**src/rtl/imm_extend_pkg.sv**
```systemverilog
// Shared constants for the immediate-extend stage: format-select encodings
// and the default output width.
package imm_extend_pkg;

  localparam int XLEN_DEFAULT = 32;

  // imm_src encodings. Values outside this set are reported through imm_err.
  localparam logic [2:0] IMM_I = 3'd0;
  localparam logic [2:0] IMM_S = 3'd1;
  localparam logic [2:0] IMM_B = 3'd2;
  localparam logic [2:0] IMM_J = 3'd3;
  localparam logic [2:0] IMM_U = 3'd4;

endpackage

```
**src/rtl/imm_extend_stage_imm_decode.sv**
```systemverilog
// Combinational immediate decoder. It reassembles the RISC-V I/S/B/J
// immediates from instruction bits [31:7] and sign-extends them using the
// instruction MSB. U-type decoding exists only when IMM_EXTEND_UTYPE_EN is
// defined. Otherwise imm_src=4 is reported as unsupported.
module imm_decode
  import imm_extend_pkg::*;
#(
  parameter int XLEN = XLEN_DEFAULT,
  parameter int SRCW = 3
) (
  input  logic [SRCW-1:0] imm_src,
  input  logic [24:0]     inp,
  output logic [XLEN-1:0] imm,
  output logic            imm_err
);

  // Every format is built at 64 bits and then truncated to XLEN. This avoids
  // zero-width replications when XLEN is 32.
  logic [63:0] wide;

  // Select the format and sign-extend it. Unsupported codes give zero and set the error flag.
  always_comb begin
    wide    = '0;
    imm_err = 1'b0;
    case (imm_src)
      SRCW'(IMM_I): wide = {{52{inp[24]}}, inp[24:13]};
      SRCW'(IMM_S): wide = {{52{inp[24]}}, inp[24:18], inp[4:0]};
      SRCW'(IMM_B): wide = {{51{inp[24]}}, inp[24], inp[0], inp[23:18], inp[4:1], 1'b0};
      SRCW'(IMM_J): wide = {{43{inp[24]}}, inp[24], inp[12:5], inp[13], inp[23:14], 1'b0};
`ifdef IMM_EXTEND_UTYPE_EN
      SRCW'(IMM_U): wide = {{32{inp[24]}}, inp[24:5], 12'b0};
`endif
      default: begin
        wide    = '0;
        imm_err = 1'b1;
      end
    endcase
  end

  assign imm = wide[XLEN-1:0];

endmodule

```
**src/rtl/imm_extend_stage.sv**
```systemverilog
// Immediate-extend pipeline stage with a 2-entry skid buffer.
// Optional feature macro: IMM_EXTEND_UTYPE_EN (enables U-type decode on imm_src=4).
//
// Handshake: an entry is accepted on a cycle where in_valid && in_ready. It
// leaves on a cycle where out_valid && out_ready. in_ready is registered and
// always equals !skid_valid. An entry in main stays put while it is not
// being taken, so imm and imm_err hold their values under backpressure.
// Asserting flush empties both slots at the next edge and drops any entry
// offered on the same cycle.
module imm_extend_stage
  import imm_extend_pkg::*;
#(
  parameter int XLEN = XLEN_DEFAULT,
  parameter int SRCW = 3
) (
  input  logic            clk,
  input  logic            reset,
  input  logic            flush,
  input  logic            in_valid,
  output logic            in_ready,
  input  logic [SRCW-1:0] imm_src,
  input  logic [24:0]     inp,
  output logic            out_valid,
  input  logic            out_ready,
  output logic [XLEN-1:0] imm,
  output logic            imm_err
);

  logic [XLEN-1:0] dec_imm;
  logic            dec_err;

  logic            main_valid;
  logic [XLEN-1:0] main_imm;
  logic            main_err;
  logic            skid_valid;
  logic [XLEN-1:0] skid_imm;
  logic            skid_err;
  logic            in_ready_q;
  logic            accept;

  imm_decode #(
    .XLEN(XLEN),
    .SRCW(SRCW)
  ) u_decode (
    .imm_src(imm_src),
    .inp    (inp),
    .imm    (dec_imm),
    .imm_err(dec_err)
  );

  assign accept = in_valid & in_ready_q;

  // Skid-buffer state. Main refills from skid first to keep entries in order.
  // The skid slot fills only while main is stalled.
  always_ff @(posedge clk or posedge reset) begin
    if (reset) begin
      main_valid <= 1'b0;
      main_imm   <= '0;
      main_err   <= 1'b0;
      skid_valid <= 1'b0;
      skid_imm   <= '0;
      skid_err   <= 1'b0;
      in_ready_q <= 1'b1;
    end else if (flush) begin
      main_valid <= 1'b0;
      skid_valid <= 1'b0;
      in_ready_q <= 1'b1;
    end else if (!main_valid || out_ready) begin
      // Main is empty or being taken this cycle.
      if (skid_valid) begin
        main_imm   <= skid_imm;
        main_err   <= skid_err;
        main_valid <= 1'b1;
        skid_valid <= 1'b0;
        in_ready_q <= 1'b1;
      end else if (accept) begin
        main_imm   <= dec_imm;
        main_err   <= dec_err;
        main_valid <= 1'b1;
      end else begin
        main_valid <= 1'b0;
      end
    end else if (accept) begin
      // Main is stalled, so the new entry goes into skid.
      skid_imm   <= dec_imm;
      skid_err   <= dec_err;
      skid_valid <= 1'b1;
      in_ready_q <= 1'b0;
    end
  end

  assign in_ready  = in_ready_q;
  assign out_valid = main_valid;
  assign imm       = main_imm;
  assign imm_err   = main_err;

endmodule

```
**config.mk**
```make
export PLATFORM = sky130hd
export DESIGN_NAME = imm_extend_stage
export DESIGN_NICKNAME = d
export VERILOG_FILES = /design/src/rtl/imm_extend_pkg.sv /design/src/rtl/imm_extend_stage_imm_decode.sv /design/src/rtl/imm_extend_stage.sv
export SDC_FILE = /design/constraint.sdc
export NUM_CORES = 1
export LEC_CHECK = 0
export BUFFER_PORTS_ARGS = -buffer_cell sky130_fd_sc_hd__buf_4
export CORE_UTILIZATION = 45
export CTS_BUF_LIST = sky130_fd_sc_hd__clkbuf_4 sky130_fd_sc_hd__clkbuf_8 sky130_fd_sc_hd__clkbuf_16
export DETAILED_ROUTE_END_ITERATION = 10
export MAX_ROUTING_LAYER = met4
export PLACE_DENSITY = 0.71
export SETUP_SLACK_MARGIN = 0.1
export SLEW_MARGIN = 10
export SYNTH_ARGS = -nofsm -noshare
export SYNTH_HDL_FRONTEND = slang
export SYNTH_SLANG_ARGS = --single-unit
```
**constraint.sdc**
```tcl
create_clock -name clk -period 3.29 [get_ports clk]
set_clock_uncertainty 0.05 [all_clocks]
set_input_delay 0.329 -clock clk [delete_from_list [all_inputs] [get_ports clk]]
set_output_delay 0.329 -clock clk [all_outputs]
set_load 0.05 [all_outputs]
```
==> impl_metrics.yaml <==
critical_path:
  critPathKind: "flip-flop to flip-flop"
  crit_start: "in_ready"
  r2r_start: "in_ready"
  end_kind: "flip-flop"
  r2r_end: "skid_imm[8]"
  reg2reg_depth: 4
  path_max_fanout: 16
  cp_data_arrival_time_ps: 2160
  required_ps: 3460
  rrSetupSlack_ps: 1290
  start_kind: "flip-flop"
place:
  hpwl_um: 3529
  place_congestion: 0.7463
  dp_slack_ps: 1209
  io_buffers: 67
  dp.cells: 350
clock_network:
  cts_tree: "yes"
  cts_resized: 0
  cts.clk_slew.worst_paths_ps: 90
  clkSinkCount: 47
  cts_setup_buffers: 0
  cts-root-buf: "clkbuf_8"
  insertion_delay_ps: 290
  cts_hold_buf: 0
  cts_buffer_depth: 2
  cts_buffers: 5
  cts_htree_levels: 2
power_and_ir_drop:
  leakagePower_nw: 1.384
  power_mw: 1.783
  p_per_area_nw_per_um2: 586.3
  ir_drop_mv: 0.2541
final_layout:
  instances_no_fill: 358
  layout_commonest_cell: "buf_4"
  utilization_pct: 57.69
  drive_gt1_share_pct: 36.11
  final_cell_mix: "buf_4 (70), dfrtp_1 (46), mux2_2 (19), a31oi_1 (19), mux2i_1 (18)"
  areaGrowthSynthToFinish_pct: 20.30
  layout.nets: 320
  n_antenna_cell: 0
synth:
  ys_seq_area_share_pct: 46.58
  synth_enable_flop_cells: 0
  syn-num-nets: 274
  synth_cell_types: 37
  ys_seq_elements: 47
  yosys_warnings: 0
  async_reset_ff_share_pct: 100.0
  synthesis.instances: 241
  syn_area_um2: 2527
  synth_ff_type: "dfrtp_1"
  avgSynthCellArea_um2: 10.49
sta:
  fin_crit_ps: 1996
  fin_crit_sh_pct: 60.66
  rsz0062_at_grt: "no"
  fin_ws_ps: 1294
  setup_viol: 0
  tightest_slew_ps: 951.8
  final.setup.tns_ps: 0
  hold_violations: 0
  relSlewSlack_pct: 36.46
  max_freq_mhz: 501.0
  slew_violations: 0
status:
  status: "finished clean"
drt:
  totalWireLength_um: 5391
  drc_errors: 0
  routed_via_density: 5.469
  num_vias: 1958
  wire_per_inst_um: 15.06
  first_pass_iters: 4
  drtIter0Drc: 93
  postRouteAntennaNets: 0
hold_path:
  hold_path_class: "primary input to async pin"
grt:
  grt_use_total_pct: 20.16
  grt_start_max_net_pins: 48
  grt_pass1_wl_um: 9149
  antenna_found_initial: 0
  overflow: 0
  grt_pass1_vias: 1889
floorplan:
  core_um2: 5270
  dieHeight_um: 76.95
  die_area_um2: 5921
  initial_utilization_pct: 47.96
  dieWidth_um: 76.95
  ios: 68
  rows: 26
job:
  max-cap-violations: 0
-- worst max-delay path, stage by stage, from the launching register on --
cell     delay, ps
dfstp_2        590
nand2_1        100
nor3_4         670
buf_4          310
mux2i_1        200
-- worst max-delay path by stage --
stage	endpoint	depth (start not counted)	slack, ps
global route	imm[7]	3	1170
floorplan	skid_imm[0]	4	1480
global placement	skid_imm[4]	6	1250
detailed placement	skid_imm[6]	6	1210
finish	skid_imm[8]	4	1290
CTS	imm[0]	3	1270
-- sequential cells by signal, indices dropped and copies added (netlist names) --
name	cells
skid_err	1
out_valid	1
skid_valid	1
skid_imm	21
imm_err	1
imm	21
in_ready	1
-- through the flow --
step                      cell area [um2]  hold slack, ps
final                                3040           194.7
after global routing                 3040           236.5
after CTS                            3040           231.1
after detailed placement             2952           446.6
after global placement               2952           440.1
after floorplan                      2527           429.9
-- metal layers --
layer,track usage (%),share of wire (%),vias to the layer above
met3,4.048,5.2,4
met1,25.88,46,942
met2,32.50,48,68
li1,-,-,944
met5,-,0,-
met4,5.192,0.80,0
-- cell usage after synthesis (all sizes together) (2+ instances only) --
library cell  count  area (um2)
nor3              4       36.29
nand4             6       37.54
a211o             7       61.31
nand2b            5       31.28
nor2b            12       75.07
a21oi            15       78.83
nand3             8       40.04
a211oi            2       15.01
mux2i            18       180.2
mux2             19       214.0
clkbuf            8       31.28
a31oi            20       131.4
dfrtp            46        1151
o211ai            4       30.03
o21ai             5       25.02
buf              23       163.9
nand2            15       56.30
inv              10       37.54
o31ai             4       30.03
-- area by class of cell --
cell class	count	area (um2)
Multi-Input combinational cell	152	1120
Tap cell	70	87.58
Inverter	11	41.29
Timing Repair Buffer	70	525.5
Sequential cell	47	1177
Fill cell	478	2230
Clock buffer	7	83.83
Clock inverter	1	5.005
-- cells by family (layout without fill, tap and decap cells) --
family          Yosys count  count (layout)  share of synthesized area, %
mux                      37              37                         15.59
buf+inv                  42              89                         9.356
flops                    47              47                         46.58
xor+xnor                  1               1                        0.3466
simple gates             52              52                         11.34
compound gates           62              62                         16.78
-- where the power goes --
| group | internal (mW) | leakage [nW] | total (mW) | switching [mW] |
|---|---|---|---|---|
| Sequential | 0.694 | 0.585 | 0.763 | 0.0684 |
| Combinational | 0.229 | 0.751 | 0.669 | 0.440 |
| Clock | 0.166 | 0.0491 | 0.351 | 0.185 |
Power figures use the tool's default switching activity.
